<file path="config.mk">
export PLATFORM = sky130hd
export DESIGN_NAME = clint_ctrl
export DESIGN_NICKNAME = d
export VERILOG_FILES = /design/src/rtl/clint_ctrl.sv
export SDC_FILE = /design/constraint.sdc
export NUM_CORES = 1
export LEC_CHECK = 0
export CORE_MARGIN = 5
export CORE_UTILIZATION = 35
export CTS_CLUSTER_DIAMETER = 200
export DETAILED_ROUTE_END_ITERATION = 12
export PLACE_DENSITY = 0.88
export SLEW_MARGIN = 15
export SYNTH_ARGS = -nofsm -noshare
export SYNTH_HDL_FRONTEND = slang
export SYNTH_SLANG_ARGS = --single-unit
</file>
<file path="constraint.sdc">
create_clock -name clk -period 2.9 [get_ports clk]
set_input_delay 0.725 -clock clk [delete_from_list [all_inputs] [get_ports clk]]
set_output_delay 0.725 -clock clk [all_outputs]
set_load 0.01 [all_outputs]
</file>
<file path="src/rtl/clint_ctrl.sv">
// clint_ctrl: trap/interrupt sequencer driving the CSR int write port (async interrupts enabled by CLINT_ASYNC_INT_EN)
module clint_ctrl #(
    parameter int DATA_W = 16,
    parameter int ADDR_W = 16
) (
    input  logic              clk,
    input  logic              rst_n,
    input  logic              ecall_i,
    input  logic              ebreak_i,
    input  logic              mret_i,
    input  logic [ADDR_W-1:0] inst_addr_i,
    input  logic              jump_flag_i,
    input  logic [ADDR_W-1:0] jump_addr_i,
    input  logic              ex_csr_we_i,
    input  logic [1:0]        int_flag_i,
    input  logic [DATA_W-1:0] csr_mtvec,
    input  logic [DATA_W-1:0] csr_mepc,
    input  logic [DATA_W-1:0] csr_mstatus,
    input  logic              global_int_en,
    output logic              csr_we,
    output logic [ADDR_W-1:0] csr_waddr,
    output logic [DATA_W-1:0] csr_wdata,
    output logic [ADDR_W-1:0] csr_raddr,
    output logic              hold_o,
    output logic              int_assert_o,
    output logic [ADDR_W-1:0] int_addr_o
);
    localparam logic [2:0] IDLE      = 3'd0;
    localparam logic [2:0] W_MEPC    = 3'd1;
    localparam logic [2:0] W_MCAUSE  = 3'd2;
    localparam logic [2:0] W_MSTATUS = 3'd3;
    localparam logic [2:0] W_MRET    = 3'd4;
    localparam logic [2:0] ASSERT    = 3'd5;
    localparam logic [ADDR_W-1:0] A_MSTATUS = ADDR_W'(12'h300);
    localparam logic [ADDR_W-1:0] A_MEPC    = ADDR_W'(12'h341);
    localparam logic [ADDR_W-1:0] A_MCAUSE  = ADDR_W'(12'h342);
    localparam logic [DATA_W-1:0] C_ECALL   = DATA_W'(11);
    localparam logic [DATA_W-1:0] C_EBREAK  = DATA_W'(3);

    logic [2:0]        state;
    logic [DATA_W-1:0] cause;
    logic [ADDR_W-1:0] epc;
    logic              mret_q;
    logic              int_take;
    logic [DATA_W-1:0] int_cause;
    logic [ADDR_W-1:0] int_epc;
    logic              accept;
    logic [DATA_W-1:0] ms_trap;
    logic [DATA_W-1:0] ms_mret;

`ifdef CLINT_ASYNC_INT_EN
    localparam logic [DATA_W-1:0] C_EXT = {1'b1, (DATA_W-1)'(11)};
    localparam logic [DATA_W-1:0] C_TMR = {1'b1, (DATA_W-1)'(7)};
    assign int_take  = (int_flag_i != 2'b00) && global_int_en && !ex_csr_we_i;
    assign int_cause = int_flag_i[1] ? C_EXT : C_TMR;
    assign int_epc   = jump_flag_i ? jump_addr_i : inst_addr_i;
`else
    logic unused_async;
    assign unused_async = ^{int_flag_i, global_int_en, ex_csr_we_i, jump_flag_i, jump_addr_i};
    assign int_take  = 1'b0;
    assign int_cause = '0;
    assign int_epc   = inst_addr_i;
`endif

    assign accept = rst_n && (state == IDLE) && (ecall_i || ebreak_i || mret_i || int_take);

    // sequencer: latch cause/epc on detection, then step through the CSR writes
    always_ff @(posedge clk) begin
        if (!rst_n) begin
            state  <= IDLE;
            cause  <= '0;
            epc    <= '0;
            mret_q <= 1'b0;
        end else begin
            case (state)
                IDLE: begin
                    if (ecall_i || ebreak_i) begin
                        state  <= W_MEPC;
                        cause  <= ecall_i ? C_ECALL : C_EBREAK;
                        epc    <= inst_addr_i;
                        mret_q <= 1'b0;
                    end else if (mret_i) begin
                        state  <= W_MRET;
                        mret_q <= 1'b1;
                    end else if (int_take) begin
                        state  <= W_MEPC;
                        cause  <= int_cause;
                        epc    <= int_epc;
                        mret_q <= 1'b0;
                    end
                end
                W_MEPC:    state <= W_MCAUSE;
                W_MCAUSE:  state <= W_MSTATUS;
                W_MSTATUS: state <= ASSERT;
                W_MRET:    state <= ASSERT;
                default:   state <= IDLE;
            endcase
        end
    end

    // mstatus images: trap stacks MIE into MPIE and clears MIE; mret restores MIE and sets MPIE
    always_comb begin
        ms_trap    = csr_mstatus;
        ms_trap[7] = csr_mstatus[3];
        ms_trap[3] = 1'b0;
        ms_mret    = csr_mstatus;
        ms_mret[3] = csr_mstatus[7];
        ms_mret[7] = 1'b1;
    end

    assign csr_raddr    = A_MSTATUS;
    assign hold_o       = (state != IDLE) || accept;
    assign csr_we       = state inside {W_MEPC, W_MCAUSE, W_MSTATUS, W_MRET};
    assign csr_waddr    = (state == W_MEPC)   ? A_MEPC :
                          (state == W_MCAUSE) ? A_MCAUSE :
                          (state == W_MSTATUS || state == W_MRET) ? A_MSTATUS : '0;
    assign csr_wdata    = (state == W_MEPC)    ? DATA_W'(epc) :
                          (state == W_MCAUSE)  ? cause :
                          (state == W_MSTATUS) ? ms_trap :
                          (state == W_MRET)    ? ms_mret : '0;
    assign int_assert_o = (state == ASSERT);
    assign int_addr_o   = !int_assert_o ? '0 : mret_q ? ADDR_W'(csr_mepc) : ADDR_W'(csr_mtvec);
endmodule
</file>
==> flow_metrics.tcl <==
set metrics [dict create \
    clock_latency_ns 0.26 \
    antennaDiodeCount 0 \
    worstPathArrival_ns 2.09 \
    synth_cell_types 33 \
    die_y_um 82.2 \
    max-vdd-ir-drop_uv 462 \
    cts-resized-gates 0 \
    portBuffers 108 \
    synthCells 218 \
    powerDensity_nw_per_um2 592 \
    grt_pass1_vias 1637 \
    drc_errors 0 \
    startpoint "csr_mstatus[7]" \
    min_period_over_period 0.971 \
    synth_area_um2 1830 \
    die_x_um 82.2 \
    maxSlewHeadroom 0.550 \
    grt_use_total 0.140 \
    internal_power_uw 1110 \
    rows 26 \
    min_from "epc[7]" \
    finalNetCount 409 \
    total_leakage_power_uw 0.00112 \
    cts_made_buffers 3 \
    worst_pin_slew_ns 0.673 \
    avgSynthCellArea_um2 8.37 \
    grt_pass1_wl_um 7540 \
    clock_skew_ns 0.00290 \
    pwr-share-clk 0.168 \
    cts_tree "yes" \
    drive_gt1_frac 0.0597 \
    finalWeightedCongestion 0.812 \
    p_total_uw 1710 \
    synthArstFlopShare 0 \
    yosysTopAreaCellShare 0.258 \
    fin_ws_ns 0.0851 \
    dp_hpwl_um 4110 \
    wirelength_um 5130 \
    cp_slowest_cell "clkdlybuf4s50_1" \
    yosysTopAreaCell "mux2i_1" \
    finalMaxSlewViolations 0 \
    root_buffer "clkbuf_8" \
    setup_viol 0 \
    start_util 0.360 \
    min_path_type "reg2reg" \
    synth_top_cells_by_count "47 x mux2i_1, 38 x nand2_1, 29 x buf_4, 22 x dfxtp_1, 20 x nor2_1" \
    seqPwrFrac 0.253 \
    seq_area_frac_synth 0.241 \
    routed-via-count 1759 \
    area_delta_synth_final_pct 57.8 \
    synth_edf_count 0 \
    dieArea_um2 6760 \
    drtAntennaViolNets 0 \
    tns_ns 0 \
    core_area_um2 5070 \
    worstPathCellList "clkdlybuf4s50_1, nand3b_1, o21a_1, o21ai_0, clkdlybuf4s50_1" \
    r2r_start "state[0]" \
    pre_cts_slack_ns 0.0681 \
    period_needed_ns 2.81 \
    overflow 0 \
    slowest_delay_ns 0.57 \
    initialDrtViolationCount 33 \
    synth-seq-cells 22 \
    drv_cap 0 \
    dr.pass1.iters 4 \
    fmax_mhz 355 \
    critPathMaxFanout 1 \
    synth.most_common_cell "mux2i_1" \
    routedWlPerCell_um 13.2 \
    h-tree-depth 1 \
    crit_top_cell "clkdlybuf4s50_1" \
    p_comb_frac 0.579 \
    antenna_found_initial 0 \
    crit_type "in2out" \
    cts_max_path_buffers 2 \
    cts_hold_buffers 0 \
    post_cts_buffers 0 \
    netlist_top_cells_area "mux2i_1 26%, dfxtp_1 24%, buf_4 12%, nand2_1 7.8%, o2bb2ai_1 5.8%" \
    end_kind "primary output" \
    power.switching_uw 597 \
    synthFlopType "dfxtp_1" \
    crit_path_start_kind "input port" \
    ys_warn_count 0 \
    clk_pin_slew_ns 0.08 \
    status "complete, no violations" \
    r2r_slack_ns 1.10 \
    hold_violations 0 \
    switching_share 0.350 \
    via_per_inst 4.53 \
    io_pins 157 \
    worstPathRequired_ns 2.17 \
    grt_start_max_net_pins 41 \
    clock-sinks 22 \
    rsz0062_at_grt "false" \
]
[layout by cell type (no fill, tap or decap), types with 2 or more instances in the layout]
cell type,instances
a211o_1,2
a21oi_1,3
buf_4,8
clkbuf_8,3
clkdlybuf4s50_1,108
conb_1,27
dfxtp_1,21
inv_1,2
mux2i_1,47
nand2_1,38
nand2b_1,2
nand3b_1,2
nor2_1,20
nor3b_1,2
o21a_1,2
o2bb2ai_1,12
o31ai_1,2
xnor2_1,3
[flip-flops by register name (all words and copies together), names as in the netlist]
name    flops
cause       2
epc        16
mret_q      1
state       3
[cell families after synthesis]
logic type / Yosys count / share of synthesized area
AND/OR/NAND/NOR: 71 / 0.182
flip-flops: 22 / 0.241
AO/OA/AOI/OAI: 26 / 0.111
XOR/XNOR: 3 / 0.0144
buffers and inverters: 47 / 0.190
other: 2 / 0.00411
multiplexers: 47 / 0.258
[power by group through the flow]
stage | Clock, µW | Sequential (µW) | Combinational (µW)
after detailed placement | 0 | 439 | 1000
final | 286 | 432 | 988
after CTS | 295 | 432 | 1000
after global placement | 0 | 436 | 985
after floorplan | 0 | 419 | 704
after global routing | 308 | 443 | 1080
[path summary, 6_finish.rpt]
path	to	cells past startpoint
max	csr_wdata[3]	5
min	epc[7]	2
min reg2reg	epc[7]	2
max reg2reg	epc[8]	4
[worst max-delay path: cells and delay by family]
family                 cells  cell delay [ns]
buffers and inverters      2             1.04
AO/OA/AOI/OAI              2             0.24
AND/OR/NAND/NOR            1             0.08
[area by class of cell]
cell class,count,area (µm²)
clock buffer,3,41.3
clock inverter,1,30.0
fill,486,2190
inverter,2,7.51
multi-input combinational,174,1130
sequential,22,442
tap,70,87.6
timing repair buffer,116,1140
[per-stage QoR]
| stage | instance area, µm² | utilization | hold WS [ns] | std cells |
|---|---|---|---|---|
| finish | 2880 | 0.568 | 0.458 | 388 |
| global route | 2880 | 0.568 | 0.478 | 388 |
| CTS | 2880 | 0.568 | 0.463 | 388 |
| detailed placement | 2810 | 0.554 | 0.448 | 384 |
| global placement | 2810 | 0.554 | 0.443 | 384 |
| floorplan | 1920 | - | 0.434 | 243 |
[per-layer routing]
layer,part of all wire,track usage,vias to the layer above
li1,-,-,888
met3,0.090,0.0434,2
met1,0.39,0.169,804
met2,0.52,0.249,65
met4,0.0023,0.0150,0
met5,0,0,-
(Power assumes the default switching activity.)
==> RTL edit: new RTL, config.mk and constraints unchanged <==
The parameter `DATA_W` goes from 16 to 32.
--- a/src/rtl/clint_ctrl.sv
+++ b/src/rtl/clint_ctrl.sv
@@ -1,5 +1,5 @@
 // clint_ctrl: trap/interrupt sequencer driving the CSR int write port (async interrupts enabled by CLINT_ASYNC_INT_EN)
 module clint_ctrl #(
-    parameter int DATA_W = 16,
+    parameter int DATA_W = 32,
     parameter int ADDR_W = 16
 ) (
Ports: changed (resized csr_mepc, csr_mstatus, csr_mtvec and csr_wdata); port bits go from 157 to 221. No check against the original RTL was run, so the function may have changed too.
==> RTL edit against the original RTL <==
Count of clock-buffer cells in the layout is 1 higher. Sequential cell count stayed put. Die area is 1.6% lower. Setup slack better by 0.029 ns. Total power is 2.4% higher. Non-clock buffer count is 34 higher. Synthesized area is 1.9% lower. Global-route usage is 2.3 points higher. Wire length is 12% higher. Final area is 11% higher.
==> RTL edit: results (changes against the original RTL) <==
reg2reg_depth: 5  # was 4
clockRootBuffer: "clkbuf_8"  # unchanged
grt_pass1_vias: 1728  # was 1637
clock_skew_ns: 0.00863  # was 0.00290 ns
leakagePower_uw: 0.00128  # was 0.00112 uW
hold_start: "epc[4]"  # was epc[7]
arrival_ns: 2.06  # was 2.09 ns
grt_first_pass_wirelength_um: 8620  # was 7540 um
cp_slowest_cell: "clkdlybuf4s50_1"  # unchanged
post_cts_buffers: 0  # unchanged
synth_cell_type_count: 33  # unchanged
synth_commonest_cells: "nand2_1 (39), mux2i_1 (35), buf_4 (28), dfxtp_1 (22), nor2_1 (19)"  # was mux2i_1 (47), nand2_1 (38), buf_4 (29), dfxtp_1 (22), nor2_1 (20)
pre_cts_ws_ns: 0.0534  # was 0.0681 ns
synth_seq_area_share: 0.246  # was 0.241
synth.area.top_cells: "dfxtp_1 (25%), mux2i_1 (20%), buf_4 (12%)"  # was mux2i_1 (26%), dfxtp_1 (24%), buf_4 (12%)
ff2ff_setup_slack_ns: 1.16  # was 1.10 ns
r2r_end: "epc[5]"  # was epc[8]
antenna_cells: 0  # unchanged
firstDrtPassIters: 4  # unchanged
antenna_found_initial: 0  # unchanged
fillers: 439  # was 486
hp-class: "reg2reg"  # unchanged
syn_inst: 224  # was 218
critical-path-max-stage-delay_ns: 0.57  # about the same
ctsLongestPathBuffers: 2  # unchanged
clock_latency_ns: 0.26  # about the same
yosys_warnings: 0  # unchanged
grt_usage: 0.163  # was 0.140
dp_cells: 423  # was 384
post-dp-hpwl_um: 4780  # was 4110 um
grt_max_degree: 41  # unchanged
use_met3: 0.0318  # was 0.0434
highest_layer: "met4"  # unchanged
dr_total_vias: 1866  # was 1759
status: "completed"  # unchanged
grtUsageMet2: 0.276  # was 0.249
met1_usage: 0.211  # was 0.169
crit_start: "csr_mstatus[0]"  # was csr_mstatus[7]
overflow: 0  # unchanged
wl_met3_um: 426  # was 463 um
avgViaCountPerCell: 4.37  # was 4.53
drive_gt1_frac: 0.0532  # was 0.0597
async_flop_share: 0  # unchanged
portBuffers: 140  # was 108
peakVddDrop_mv: 0.346  # was 0.462 mV
met1_length_um: 2360  # was 2000 um
nNetsFinal: 496  # was 409
synth-main-ff-cell: "dfxtp_1"  # unchanged
critPathTopFamily: "buffers and inverters"  # unchanged
critPathMaxFanout: 2  # was 1
first_iter_violations: 65  # was 33
rr_startpoint: "state[1]"  # was state[0]
numCtsBuffers: 3  # unchanged
dr_wl_met2_um: 2910  # was 2650 um
routabilityCongestion: 0.726  # was 0.812
min_to: "epc[4]"  # was epc[7]
wl_per_cell_um: 13.5  # was 13.2 um
-- RTL edit: final cells by class --
class / instances / area [um^2] / share of cell area
clock buffers: 4 / 55.1 / 0.0173
inverters: 1 / 3.75 / 0.00118
multi-input cells: 180 / 1110 / 0.350
flip-flops and latches: 22 / 440 / 0.138
well taps: 70 / 87.6 / 0.0275
repair buffers: 150 / 1480 / 0.466
-- RTL edit: cell families after synthesis --
group           after synthesis  share of synthesized area
mux                          35                      0.196
buf+inv                      47                      0.184
simple gates                 88                      0.240
compound gates               27                      0.116
xor+xnor                      3                     0.0147
other cells                   2                    0.00419
flops                        22                      0.246
-- RTL edit: worst max path at each step --
| stage | to | slack [ns] | depth (start not counted) |
|---|---|---|---|
| final | csr_wdata[0] | 0.11 | 4 |
| after global routing | csr_wdata[22] | 0.03 | 5 |
| after CTS | csr_wdata[3] | 0.05 | 5 |
| after detailed placement | csr_wdata[3] | 0.05 | 5 |
| after global placement | csr_wdata[3] | 0.08 | 5 |
| after floorplan | hold_o | 0.80 | 4 |
-- RTL edit: through the flow --
step,util,hold slack [ns],area (um^2),total power (uW)
after floorplan,-,0.434,1890,1100
after CTS,0.630,0.464,3180,1770
final,0.632,0.463,3180,1750
after global routing,0.632,0.483,3180,1870
after global placement,0.619,0.443,3120,1510
after detailed placement,0.619,0.452,3120,1540
-- RTL edit: power breakdown --
| group | internal, uW | total (uW) | switching (uW) |
|---|---|---|---|
| registers | 376 | 431 | 54.3 |
| clock network | 121 | 222 | 101 |
| logic | 620 | 1090 | 474 |
| total | 1120 | 1750 | 629 |
-- RTL edit: what timing repair did --
| action | CTS | global route |
|---|---|---|
| hold buffers | 0 | 0 |
| endpoints found under the hold margin | 0 | 0 |
| setup endpoints to repair | 0 | 17 |
| resized for setup | 0 | 2 |
